[config.mk]
export PLATFORM = sky130hd
export DESIGN_NAME = four_sixteen_decoder
export DESIGN_NICKNAME = d
export VERILOG_FILES = /design/src/rtl/four_sixteen_decoder.sv
export SDC_FILE = /design/constraint.sdc
export NUM_CORES = 1
export LEC_CHECK = 0
export CAP_MARGIN = 10
export CORE_ASPECT_RATIO = 0.7
export CORE_MARGIN = 2
export CORE_UTILIZATION = 45
export CTS_CLUSTER_DIAMETER = 150
export DETAILED_ROUTE_END_ITERATION = 10
export PLACE_DENSITY = 0.75
export SLEW_MARGIN = 20
export SYNTH_ARGS = -nofsm -noshare
export SYNTH_HDL_FRONTEND = slang
export SYNTH_SLANG_ARGS = --single-unit
[constraint.sdc]
create_clock -name Clk -period 2.1 [get_ports Clk]
set_clock_uncertainty 0.15 [all_clocks]
set_input_delay 0.21 -clock Clk [delete_from_list [all_inputs] [get_ports Clk]]
set_output_delay 0.21 -clock Clk [all_outputs]
set_load 0.05 [all_outputs]
[src/rtl/four_sixteen_decoder.sv]
// ---------------------------------------------------------------------------
// four_sixteen_decoder
//
// Ping-pong 4-bit counter (0..15..0, end values shown for a single step)
// advanced through a DIV-cycle prescaler, followed by a combinational
// 4-to-16 LED pattern decoder.
//
// Parameters
//   DIV    enabled Clk cycles per counter step, legal range 1..65535
//
// Ports
//   Clk    single clock, all state updates on the rising edge
//   reset  synchronous active-low reset (count=0, dir=UP, prescaler=0)
//   en     counter advance enable
//   start  display enable
//   idle   idle-pattern request, overrides start and mode
//   mode   pattern select: 00 blank, 01 one-hot, 10 bar, 11 inverted one-hot
//   count  current counter value (registered)
//   LED    LED drive, combinational from count, mode, start and idle
// ---------------------------------------------------------------------------
module four_sixteen_decoder #(
    parameter int unsigned DIV = 1
) (
    input  logic        Clk,
    input  logic        reset,
    input  logic        en,
    input  logic        start,
    input  logic        idle,
    input  logic [1:0]  mode,
    output logic [3:0]  count,
    output logic [15:0] LED
);

    // Last prescaler value before a step; DIV=1 makes every enabled cycle a step.
    localparam logic [15:0] PRESC_LAST = 16'(DIV - 1);

    typedef enum logic {
        DIR_UP   = 1'b0,
        DIR_DOWN = 1'b1
    } dir_t;

    dir_t        dir_r;
    dir_t        dir_nxt_s;
    logic [3:0]  count_r;
    logic [3:0]  count_nxt_s;
    logic [15:0] presc_r;
    logic [15:0] presc_nxt_s;
    logic        step_s;
    logic [15:0] led_s;

    // Thermometer pattern: every position up to and including cnt is lit.
    function automatic logic [15:0] bar_pattern(input logic [3:0] cnt);
        logic [15:0] bar;
        bar = 16'h0000;
        for (int k = 0; k < 16; k++) begin
            bar[k] = (4'(k) <= cnt);
        end
        return bar;
    endfunction

    // Single-position pattern: only position cnt is lit.
    function automatic logic [15:0] onehot_pattern(input logic [3:0] cnt);
        return 16'h0001 << cnt;
    endfunction

    // Prescaler: counts enabled cycles and flags the step on the last one.
    always_comb begin
        step_s      = 1'b0;
        presc_nxt_s = presc_r;
        if (en) begin
            if (presc_r >= PRESC_LAST) begin
                step_s      = 1'b1;
                presc_nxt_s = 16'h0000;
            end else begin
                presc_nxt_s = presc_r + 16'h0001;
            end
        end else begin
            presc_nxt_s = presc_r;
        end
    end

    // Ping-pong next state: bounce at the ends so 0 and 15 last one step each.
    always_comb begin
        count_nxt_s = count_r;
        dir_nxt_s   = dir_r;
        if (step_s) begin
            case (dir_r)
                DIR_UP: begin
                    if (count_r == 4'd15) begin
                        count_nxt_s = 4'd14;
                        dir_nxt_s   = DIR_DOWN;
                    end else begin
                        count_nxt_s = count_r + 4'd1;
                    end
                end
                DIR_DOWN: begin
                    if (count_r == 4'd0) begin
                        count_nxt_s = 4'd1;
                        dir_nxt_s   = DIR_UP;
                    end else begin
                        count_nxt_s = count_r - 4'd1;
                    end
                end
                default: begin
                    count_nxt_s = 4'd0;
                    dir_nxt_s   = DIR_UP;
                end
            endcase
        end else begin
            count_nxt_s = count_r;
            dir_nxt_s   = dir_r;
        end
    end

    // State register with synchronous active-low reset overriding en.
    always_ff @(posedge Clk) begin
        if (!reset) begin
            count_r <= 4'd0;
            dir_r   <= DIR_UP;
            presc_r <= 16'h0000;
        end else begin
            count_r <= count_nxt_s;
            dir_r   <= dir_nxt_s;
            presc_r <= presc_nxt_s;
        end
    end

    // LED decoder: idle beats start, start beats mode; no register stage.
    always_comb begin
        led_s = 16'h0000;
        if (idle) begin
            led_s = 16'h8001;
        end else if (!start) begin
            led_s = 16'h0000;
        end else begin
            case (mode)
                2'b00:   led_s = 16'h0000;
                2'b01:   led_s = onehot_pattern(count_r);
                2'b10:   led_s = bar_pattern(count_r);
                2'b11:   led_s = ~onehot_pattern(count_r);
                default: led_s = 16'h0000;
            endcase
        end
    end

    assign count = count_r;
    assign LED   = led_s;

endmodule

==> metrics.log, run 1 <==
INFO  metric outcome = finished, violations left
INFO  metric failed_checks = negative setup slack
INFO  metric slew_viol_final = 0
INFO  metric dp_hpwl = approximately 2.6 mm
INFO  metric achievable-frequency = around 450 MHz
INFO  metric ff2ff_path_depth = 7
INFO  metric yosys.area_share.xor_xnor = less than 1%
INFO  metric largest_net_degree_at_the_start_of_global_routing = 15
INFO  metric synthSimpleGateAreaFrac = 28.25%
INFO  metric endpoint_kind = primary output
INFO  metric post_synth_fa_ha_maj_area_fraction = around a tenth
INFO  metric via_count = 1515
INFO  metric synth.ff_latch_count = 5
INFO  metric grt_setup_unrepaired = true
INFO  metric ir_drop = 289.4 uV
INFO  metric clkSlewWorstSetupHoldPaths = 50 ps
INFO  metric drt_wl_total = slightly above 5 mm
INFO  metric async_flop_share = 0%
INFO  metric final.setup.tns = -791.6 ps
INFO  metric syn-cell-area = 992.2 um^2
INFO  metric ys.flop_type = dfxtp_1
INFO  metric layout_worst_path_cycle_share = 106.3%
INFO  metric layout_area_growth_over_synthesis = 99.12%
INFO  metric detail_route.iter0.violations = 227
INFO  metric hold_path_depth = 2
INFO  metric critical_path.max_fanout = 6
INFO  metric die_width = 60.13 um
INFO  metric postSynthAreaPerCell = between 6 and 7 um^2
INFO  metric crit_path_start_kind = flip-flop
INFO  metric vias_in_the_first_global_route = 1266
INFO  metric grt_pass1_wl = 5.802 mm
INFO  metric final_net_count = 208
INFO  metric min_path_type = in -> reg
INFO  metric die_height = 43.29 um
INFO  metric final-setup-viol-count = 12
INFO  metric num-fill-cells = 69
INFO  metric synth_top_family_by_area = compound AO/OA/AOI/OAI gates
INFO  metric grtUsageTotal = 30.04%
INFO  metric syn_inst = 151
INFO  metric total_leakage_power = approximately 0.72 nW
INFO  metric ios = 27
INFO  metric share_of_final_layout_standard_cells_stronger_than_drive_strength_1 = 53.13%
INFO  metric post-route-worst-setup-slack = -131.8 ps
INFO  metric ctsLongestPathBuffers = 2
INFO  metric port_buffers = 26
INFO  metric slew-limit-headroom = 66.80%
INFO  metric layout.cells.most_common = buf_4
INFO  metric numCtsBuffers = 3
INFO  metric cp_data_arrival_time = 1870 ps
INFO  metric timing.critical_path.required = 1740 ps
INFO  metric drc = 0
INFO  metric cts-hold-fix-buffers = 0
INFO  metric drtPass1Iterations = 6
INFO  metric cts-htree-levels = 1
INFO  metric final_cell_mix = buf_4 (23), buf_12 (15), nand2_1 (11)
INFO  metric maxCapViolCount = 0
INFO  metric total_grt_overflow = 0
INFO  metric initial_core_util = 46.81%
INFO  metric num_rows = 14
INFO  metric timing_worst_slew_pin_value = 496.5 ps
INFO  metric antenna_cells = 0
INFO  metric antenna_found_initial = 0
INFO  metric hold_violations = 0
INFO  metric yosys_warnings = 0
INFO  metric avgRoutedWirePerCell = 22.93 um
INFO  metric detail-route-antenna-nets = 0
INFO  metric layout.core_utilization = 93.21%
INFO  metric clock-sinks = 5
INFO  metric powerDensity = ~360 nW/um^2
INFO  metric muxShareOfSynthArea = 5.422%
INFO  metric distinct_cells_synth = 41
INFO  metric timing.setup.critical_path_class = reg -> out
INFO  metric worst_skew_pair_latency = 250 ps
INFO  metric cts_root_buf = clkbuf_4
INFO  metric fraction_of_the_mapped_netlist_area_in_compound_gates = between 30% and 40%
INFO  metric vias_per_cell = 6.763
INFO  metric yosysSeqAreaShare = between 10% and 20%
INFO  metric tritoncts = yes
INFO  metric design_power_total = between 0.7 and 0.8 mW
INFO  metric number_of_enable_flip_flop_cells_after_synthesis = 0
INFO  metric synth.net_count = 166
INFO  metric die-area = 2603 um^2
INFO  metric core-area = between 2000 and 2500 um^2
INFO  metric finalCriticalPeriod = between 2000 and 2500 ps
INFO  metric place_congestion = 0.9572
layout make-up:
cell class | instances | area, um^2 | share of cell area [%]
multi-input combinational | 125 | 1154 | 58.39
timing repair buffer | 51 | 606.8 | 30.72
sequential | 5 | 115.1 | 5.826
tap | 32 | 40.04 | 2.027
inverter | 7 | 33.78 | 1.710
clock buffer | 4 | 26.28 | 1.330
through the flow:
step	area (um^2)	instances	setup WS [ps]	hold WS, ps
floorplan	1156	151	15.36	180.9
CTS	1809	219	-24.25	464.7
detailed placement	1659	212	-73.29	465.9
global route	1976	224	-210.7	476.2
global placement	1659	212	-26.68	447.6
finish	1976	224	-131.8	474.5
what timing repair did:
| item | 4_1_cts | 5_1_grt |
|---|---|---|
| setup endpoints to repair | 15 | 15 |
| hold endpoints to repair | 0 | 0 |
| buffers inserted | 3 | 5 |
| gates cloned | 0 | 0 |
| pin swaps | 5 | 11 |
| resized for setup | 28 | 30 |
cell usage after synthesis (4+ instances only):
cell	instances	area, um^2
a21oi_1	20	100.1
nand2_1	14	52.55
nor2_1	14	52.55
o21ai_0	10	50.05
buf_2	9	45.04
ha_1	8	100.1
a31oi_1	6	37.54
inv_1	6	22.52
nor2b_1	6	37.54
dfxtp_1	5	100.1
nand4_1	4	25.02
nor3_1	4	20.02
worst max-delay path, stage by stage, from the launching register on:
cell and delay [ps]:
dfxtp_4 400, clkinvlp_4 190, ha_4 240, nor2_1 220, nor2_1 120, o21ai_2 170
a31oi_4 110, buf_12 160
cells by family (layout without fill, tap and decap cells):
kind of cell	after synthesis	after routing
flip-flops	5	5
AO/OA/AOI/OAI	55	55
buffers and inverters	21	62
XOR/XNOR	1	1
multiplexers	5	5
adder cells (fa/ha/maj)	8	8
AND/OR/NAND/NOR	56	56
path summary, 6_finish.rpt:
path                            startpoint        to  slack [ps]
worst min-delay path                 reset  count[2]         470
worst max-delay path              count[0]   LED[10]        -130
worst max register to register    count[0]  count[2]          80
worst min register to register       dir_r  count[1]         550
routing by layer:
layer | up-vias | routed length [um] | GRT usage, %
met5 | - | 0 | 0
met4 | 0 | 321 | 7.111
met3 | 45 | 548 | 6.402
met2 | 141 | 2326 | 50.87
met1 | 701 | 1940 | 38.46
li1 | 628 | - | -
flip-flops by register name (all words and copies together), names as in the netlist:
name,flops
count,4
dir_r,1
report_power, final:
| part | leakage, nW | switching [mW] | internal (mW) | total (mW) |
|---|---|---|---|---|
| combinational | 0.657 | 0.270 | 0.186 | 0.456 |
| clock | 0.0150 | 0.0512 | 0.0726 | 0.124 |
| sequential | 0.0439 | 0.0213 | 0.101 | 0.122 |
Power figures use the tool's default switching activity.
==> inputs of run 2 (changes only) <==
--- a/config.mk
+++ b/config.mk
@@ -5,13 +5,16 @@
 export SDC_FILE = /design/constraint.sdc
 export NUM_CORES = 1
 export LEC_CHECK = 0
+export ABC_AREA = 1
 export CAP_MARGIN = 10
+export CELL_PAD_IN_SITES_DETAIL_PLACEMENT = 0
+export CELL_PAD_IN_SITES_GLOBAL_PLACEMENT = 1
 export CORE_ASPECT_RATIO = 0.7
 export CORE_MARGIN = 2
-export CORE_UTILIZATION = 45
+export CORE_UTILIZATION = 31
 export CTS_CLUSTER_DIAMETER = 150
 export DETAILED_ROUTE_END_ITERATION = 10
-export PLACE_DENSITY = 0.75
+export PLACE_DENSITY_LB_ADDON = 0.1
 export SLEW_MARGIN = 20
 export SYNTH_ARGS = -nofsm -noshare
 export SYNTH_HDL_FRONTEND = slang
==> metrics.log, run 2 <==
INFO  metric largest_register_ff_count = 4 (unchanged)
INFO  metric slew-limit-headroom = 67.19% (was 66.80%)
INFO  metric via_count = 1226 (was 1515)
INFO  metric hold_path_depth = 2 (unchanged)
INFO  metric synth.ff_latch_count = 5 (unchanged)
INFO  metric hold-worst-slack = 404.2 ps (was 474.5 ps)
INFO  metric async_flop_share = 0% (unchanged)
INFO  metric critical_path.max_fanout = 11 (was 6)
INFO  metric vias_in_the_first_global_route = 1178 (was 1266)
INFO  metric crit_path_start = count[0] (unchanged)
INFO  metric reg2reg_setup_slack = 510 ps (was 80 ps)
INFO  metric total_grt_overflow = 0 (unchanged)
INFO  metric yosys_warnings = 0 (unchanged)
INFO  metric endpoint_kind = primary output (unchanged)
INFO  metric layout_area_growth_over_synthesis = 70.03% (was 99.12%)
INFO  metric layout.core_utilization = 56.07% (was 93.21%)
INFO  metric cp_data_arrival_time = 1690 ps (was 1870 ps)
INFO  metric detail_route.iter0.violations = 81 (was 227)
INFO  metric antenna_found_initial = 0 (unchanged)
INFO  metric antenna_cells = 0 (unchanged)
INFO  metric detail-route-antenna-nets = 0 (unchanged)
INFO  metric yosysSeqAreaShare = 10.75% (was 10.09%)
INFO  metric die-area = 3464 um^2 (was 2603 um^2)
INFO  metric drt_wl_total = 3.288 mm (was 5.137 mm)
INFO  metric layout_worst_path_cycle_share = 97.82% (was 106.3%)
INFO  metric worst_skew_pair_latency = 230 ps (was 250 ps)
INFO  metric core-area = 2823 um^2 (was 2120 um^2)
INFO  metric maxCapViolCount = 0 (unchanged)
INFO  metric die_height = 49.85 um (was 43.29 um)
INFO  metric num_rows = 16 (was 14)
INFO  metric clkSlewWorstSetupHoldPaths = 40 ps (was 50 ps)
INFO  metric synth.top_cells.by_count = nand2_1 (43), inv_1 (22), nand3_1 (19), nor2_1 (16), o21ai_1 (14) (was a21oi_1 (20), nand2_1 (14), nor2_1 (14), o21ai_0 (10), buf_2 (9))
INFO  metric synth.net_count = 187 (was 166)
INFO  metric synth.top_cell.area_share = 17.34% (was 10.09%)
INFO  metric powerDensity = 413.5 nW/um^2 (was 355.4 nW/um^2)
INFO  metric crit_path_start_kind = flip-flop (unchanged)
INFO  metric finalCriticalPeriod = 2054 ps (was 2232 ps)
INFO  metric clock-sinks = 5 (unchanged)
INFO  metric grt_pass1_wl = 5.699 mm (was 5.802 mm)
INFO  metric place_congestion = 0.8688 (was 0.9572)
INFO  metric numCtsBuffers = 3 (unchanged)
INFO  metric post-synth-top-count-cell = nand2_1 (was a21oi_1)
INFO  metric syn_inst = 172 (was 151)
INFO  metric achievable-frequency = 486.8 MHz (was 448.1 MHz)
INFO  metric drtPass1Iterations = 4 (was 6)
INFO  metric outcome = complete, no violations (was finished, violations left)
INFO  metric dp_hpwl = 2.662 mm (was 2.612 mm)
INFO  metric grtUsageTotal = 20.70% (was 30.04%)
INFO  metric drc = 0 (unchanged)
INFO  metric synth.top_cells.by_area = nand2_1 (17%), dfxtp_1 (11%), ha_1 (11%) (was a21oi_1 (10%), dfxtp_1 (10%), ha_1 (10%))
INFO  metric design_power_total = 0.6544 mW (was 0.7021 mW)
INFO  metric port_buffers = 26 (unchanged)
INFO  metric cts-htree-levels = 1 (unchanged)
INFO  metric slew_viol_final = 0 (unchanged)
INFO  metric initial_core_util = 32.98% (was 46.81%)
INFO  metric cts_root_buf = clkbuf_8 (was clkbuf_4)
INFO  metric timing.setup.critical_path_class = reg -> out (unchanged)
INFO  metric ir_drop = 257.2 uV (was 289.4 uV)
INFO  metric grt_setup_unrepaired = true (unchanged)
INFO  metric die_width = 69.50 um (was 60.13 um)
INFO  metric tritoncts = yes (unchanged)
INFO  metric min_path_type = reg -> reg (was in -> reg)
INFO  metric final_net_count = 222 (was 208)
INFO  metric largest_net_degree_at_the_start_of_global_routing = 12 (was 15)
INFO  metric share_of_final_layout_standard_cells_stronger_than_drive_strength_1 = 29.61% (was 53.13%)
INFO  metric postCtsSetupRepairBufs = 0 (was 3)
INFO  metric syn-cell-area = 930.9 um^2 (was 992.2 um^2)
INFO  metric number_of_enable_flip_flop_cells_after_synthesis = 0 (unchanged)
INFO  metric ctsLongestPathBuffers = 2 (unchanged)
INFO  metric ys.flop_type = dfxtp_1 (unchanged)
INFO  metric timing_worst_slew_pin_value = 490.7 ps (was 496.5 ps)
INFO  metric synthDominantAreaCellType = nand2_1 (was a21oi_1)
INFO  metric postSynthAreaPerCell = 5.412 um^2 (was 6.571 um^2)
INFO  metric final_cell_mix = nand2_1 (43), inv_1 (21), nand3_1 (19) (was buf_4 (23), buf_12 (15), nand2_1 (11))
INFO  metric ff2ff_path_depth = 6 (was 7)
INFO  metric setup.worst_path.end = LED[0] (was LED[10])
INFO  metric distinct_cells_synth = 20 (was 41)
INFO  metric final-setup-viol-count = 0 (was 12)
INFO  metric timing.critical_path.required = 1740 ps (about the same)
INFO  metric cts-hold-fix-buffers = 0 (unchanged)
INFO  metric hold_violations = 0 (unchanged)
INFO  metric total_leakage_power = 0.7227 nW (was 0.7161 nW)
INFO  metric layout.cells.most_common = nand2_1 (was buf_4)
INFO  metric r2r_end = count[0] (was count[2])
INFO  metric ios = 27 (unchanged)
INFO  metric avgRoutedWirePerCell = 13.59 um (was 22.93 um)
INFO  metric vias_per_cell = 5.066 (was 6.763)
INFO  metric startpoint_of_the_worst_slack_reg_to_reg_timing_path = count[0] (unchanged)
## run 2: changes by cell type after synthesis, moves of 4 or more
| cell | change |
|---|---|
| nor3_1 | -4 |
| nand4_1 | -4 |
| inv_2 | +5 |
| inv_1 | +16 |
| buf_2 | -9 |
| a21oi_1 | -10 |
| o21ai_1 | +13 |
| nor2b_1 | -6 |
| nand3_1 | +16 |
| nand2_1 | +29 |
## run 2: power by group
part | internal (mW) | switching (mW) | leakage [nW] | total (mW)
Clock | 0.132 | 0.0616 | 0.0228 | 0.193
Combinational | 0.128 | 0.213 | 0.657 | 0.341
Sequential | 0.103 | 0.0168 | 0.0427 | 0.120
## run 2: how the worst min path moves through the flow
stage / from / slack [ps] / end
finish: count[0] / 400 / count[0]
floorplan: reset / 190 / count[1]
global route: count[0] / 430 / count[0]
CTS: count[0] / 400 / count[0]
global placement: count[0] / 390 / count[0]
detailed placement: count[0] / 400 / count[0]
## run 2: cells by family (layout without fill, tap and decap cells)
group | count (synthesis) | in the layout | share of synthesized area (%)
and+or+nand+nor | 84 | 84 | 39.65
AOI/OAI and AO/OA | 43 | 43 | 24.46
buffers and inverters | 32 | 66 | 14.38
adders and majority gates | 8 | 8 | 10.75
DFF | 5 | 5 | 10.75
## run 2: worst max-delay path: stages (launching register included)
cell	delay, ps
dfxtp_4	370
inv_1	150
ha_2	290
nand2_1	160
a21oi_1	150
o21ai_1	80
nand2_1	110
buf_12	140
## run 2: cell type report
class,count,area [um^2]
clock buffers,4,45.04
inverters,29,113.9
well taps,36,45.04
fillers,268,1240
multi-input cells,135,802.0
flip-flops and latches,5,106.4
repair buffers,33,470.5
## run 2: per-layer routing
layer / vias up / routed length [um] / track usage, %
met3: 3 / 245 / 1.840
met4: 0 / 23 / 4.902
met1: 535 / 1627 / 31.24
li1: 635 / - / -
met2: 53 / 1391 / 31.57
met5: - / 0 / 0
## run 2: stage by stage
step | setup TNS, ps | instances | instance area [um^2] | setup slack, ps
2_1_floorplan | -18.71 | 172 | 1006 | -18.71
3_3_place_gp | 0 | 238 | 1496 | 115.0
3_5_place_dp | 0 | 238 | 1496 | 54.91
4_1_cts | 0 | 242 | 1550 | 11.43
5_1_grt | -322.8 | 242 | 1583 | -81.72
6_report | 0 | 242 | 1583 | 45.79
## run 2: what timing repair did
action / CTS / global route
setup endpoints to repair: 9 / 13
resized for setup: 7 / 10
pin swaps: 0 / 0
==> inputs of run 3 (changes only) <==
--- a/config.mk
+++ b/config.mk
@@ -10,7 +10,7 @@
 export CELL_PAD_IN_SITES_DETAIL_PLACEMENT = 0
 export CELL_PAD_IN_SITES_GLOBAL_PLACEMENT = 1
 export CORE_ASPECT_RATIO = 0.7
-export CORE_MARGIN = 2
+export CORE_MARGIN = 4
 export CORE_UTILIZATION = 31
 export CTS_CLUSTER_DIAMETER = 150
 export DETAILED_ROUTE_END_ITERATION = 10
==> metrics.log, run 3 (synthesis results as in run 2) <==
INFO  metric powerDensity = 401.1 nW/um^2 (was 413.5 nW/um^2)
INFO  metric final.setup.tns = 0 ps (unchanged)
INFO  metric largest_register_ff_count = 4 (unchanged)
INFO  metric die_height = 53.85 um (was 49.85 um)
INFO  metric numCtsBuffers = 3 (unchanged)
INFO  metric ctsLongestPathBuffers = 2 (unchanged)
INFO  metric die-area = 3957 um^2 (was 3464 um^2)
INFO  metric finalCriticalPeriod = 2012 ps (was 2054 ps)
INFO  metric drc = 0 (unchanged)
INFO  metric grtUsageTotal = 17.00% (was 20.70%)
INFO  metric worstPathCellList = inv_1 -> ha_1 -> nand2_1 -> a21oi_1 -> o21ai_1 -> nand2_1 -> buf_12 (was inv_1 -> ha_2 -> nand2_1 -> a21oi_1 -> o21ai_1 -> nand2_1 -> buf_12)
INFO  metric drtPass1Iterations = 5 (was 4)
INFO  metric min_from = dir_r (was count[0])
INFO  metric final_net_count = 225 (was 222)
INFO  metric clkSlewWorstSetupHoldPaths = 40 ps (about the same)
INFO  metric hold_violations = 0 (unchanged)
INFO  metric endpoint_kind = primary output (unchanged)
INFO  metric place_congestion = 0.9306 (was 0.8688)
INFO  metric layout.core_utilization = 55.90% (was 56.07%)
INFO  metric r2r_end = count[2] (was count[0])
INFO  metric vias_in_the_first_global_route = 1122 (was 1178)
INFO  metric core-area = 2843 um^2 (was 2823 um^2)
INFO  metric critical_path.max_fanout = 7 (was 11)
INFO  metric achievable-frequency = 497.0 MHz (was 486.8 MHz)
INFO  metric antenna_cells = 0 (unchanged)
INFO  metric cts-htree-levels = 1 (unchanged)
INFO  metric total_leakage_power = 0.7273 nW (was 0.7227 nW)
INFO  metric detail_route.iter0.violations = 73 (was 81)
INFO  metric share_of_final_layout_standard_cells_stronger_than_drive_strength_1 = 28.23% (was 29.61%)
INFO  metric design_power_total = 0.6373 mW (was 0.6544 mW)
INFO  metric num-fill-cells = 274 (was 268)
INFO  metric cts-hold-fix-buffers = 0 (unchanged)
INFO  metric slew-limit-headroom = 66.34% (was 67.19%)
INFO  metric grt_pass1_wl = 5.271 mm (was 5.699 mm)
INFO  metric timing.critical_path.required = 1740 ps (about the same)
INFO  metric min_path_type = reg -> reg (unchanged)
INFO  metric initial_core_util = 32.75% (was 32.98%)
INFO  metric cpPeakStageDelay = 370 ps (about the same)
INFO  metric worst_skew_pair_latency = 220 ps (was 230 ps)
INFO  metric cpMaxStageDelayCell = dfxtp_4 (unchanged)
INFO  metric cts_root_buf = clkbuf_8 (unchanged)
INFO  metric startpoint_of_the_worst_slack_reg_to_reg_timing_path = count[0] (unchanged)
INFO  metric crit_path_start_kind = flip-flop (unchanged)
INFO  metric die_width = 73.50 um (was 69.50 um)
INFO  metric largest_net_degree_at_the_start_of_global_routing = 12 (unchanged)
INFO  metric outcome = complete, no violations (unchanged)
INFO  metric timing.setup.critical_path_class = reg -> out (unchanged)
INFO  metric reg2reg_setup_slack = 520 ps (was 510 ps)
INFO  metric drt_wl_total = 3.161 mm (was 3.288 mm)
INFO  metric layout.cells.most_common = nand2_1 (unchanged)
INFO  metric dp_hpwl = 2.555 mm (was 2.662 mm)
INFO  metric maxCapViolCount = 0 (unchanged)
INFO  metric ios = 27 (unchanged)
INFO  metric whs_endpoint = count[1] (was count[0])
INFO  metric ff2ff_path_depth = 7 (was 6)
INFO  metric cp_data_arrival_time = 1650 ps (was 1690 ps)
INFO  metric layout_area_growth_over_synthesis = 70.70% (was 70.03%)
INFO  metric num_rows = 16 (unchanged)
INFO  metric timing_worst_slew_pin_value = 503.2 ps (was 490.7 ps)
INFO  metric via_count = 1224 (was 1226)
INFO  metric clock-sinks = 5 (unchanged)
INFO  metric port_buffers = 26 (unchanged)
INFO  metric final-setup-viol-count = 0 (unchanged)
INFO  metric final_cell_mix = nand2_1 (43), inv_1 (22), nand3_1 (19) (was nand2_1 (43), inv_1 (21), nand3_1 (19))
INFO  metric hold_path_depth = 2 (unchanged)
INFO  metric avgRoutedWirePerCell = 12.90 um (was 13.59 um)
INFO  metric layout_worst_path_cycle_share = 95.82% (was 97.82%)
INFO  metric total_grt_overflow = 0 (unchanged)
INFO  metric ir_drop = 323.5 uV (was 257.2 uV)
INFO  metric tritoncts = yes (unchanged)
INFO  metric vias_per_cell = 4.996 (was 5.066)
INFO  metric timing.critical_path.mode_cell = nand2_1 (unchanged)
INFO  metric antenna_found_initial = 0 (unchanged)
INFO  metric detail-route-antenna-nets = 0 (unchanged)
INFO  metric slew_viol_final = 0 (unchanged)
## run 3: cell types whose count changed in the layout (fill, tap and decap cells not counted), sizes merged
cell,before,now
clkdlybuf4s50,7,8
buf,25,28
dlymetal6s2s,1,0
## run 3: critical path, delay by kind of cell, from the launching register on
kind | cells | cell delay, ps
AOI/OAI and AO/OA | 2 | 230
adders and majority gates | 1 | 290
buffers and inverters | 2 | 260
DFF | 1 | 370
and+or+nand+nor | 2 | 280
## run 3: how the worst max path moves through the flow
stage	startpoint	to	slack, ps	depth (start not counted)
4_1_cts	count[0]	LED[2]	-10	7
2_1_floorplan	count[0]	LED[7]	-20	6
3_3_place_gp	mode[0]	LED[1]	80	6
3_5_place_dp	mode[0]	LED[1]	70	6
6_report	count[0]	LED[0]	90	7
5_1_grt	count[0]	LED[14]	-10	8
## run 3: what timing repair did
item                                    in CTS  in global routing
buffers inserted                             0                  3
cloned                                       0                  0
endpoints found under the setup margin       8                 11
gates resized for setup                      5                  6
endpoints found under the hold margin        0                  0
## run 3: metal layers
metal  routed length [um]  vias up  GRT usage [%]
li1                     -      636              -
met1                 1677      554          25.79
met4                    0        0         0.9036
met3                  189        0          3.545
met2                 1294       34          25.44
met5                    0        -              0
## run 3: area by class of cell
type / count / area, um^2 / area share, %
Sequential cell: 5 / 107.6 / 6.772
Clock buffer: 4 / 45.04 / 2.835
Inverter: 29 / 113.9 / 7.165
Tap cell: 36 / 45.04 / 2.835
Timing Repair Buffer: 36 / 490.5 / 30.87
Multi-Input combinational cell: 135 / 787.0 / 49.53
## run 3: report_power, final
group | internal, mW | switching (mW) | leakage [nW]
combinational | 0.130 | 0.210 | 0.662
clock | 0.130 | 0.0459 | 0.0228
sequential | 0.103 | 0.0177 | 0.0426
## run 3: stage by stage
step	cell area (um^2)	cells	setup slack [ps]	hold slack, ps
floorplan	1006	172	-18.71	190.8
global placement	1496	238	76.27	391.3
detailed placement	1496	238	73.25	387.4
CTS	1556	242	-12.04	401.6
global route	1589	245	-12.50	447.7
finish	1589	245	87.74	405.7
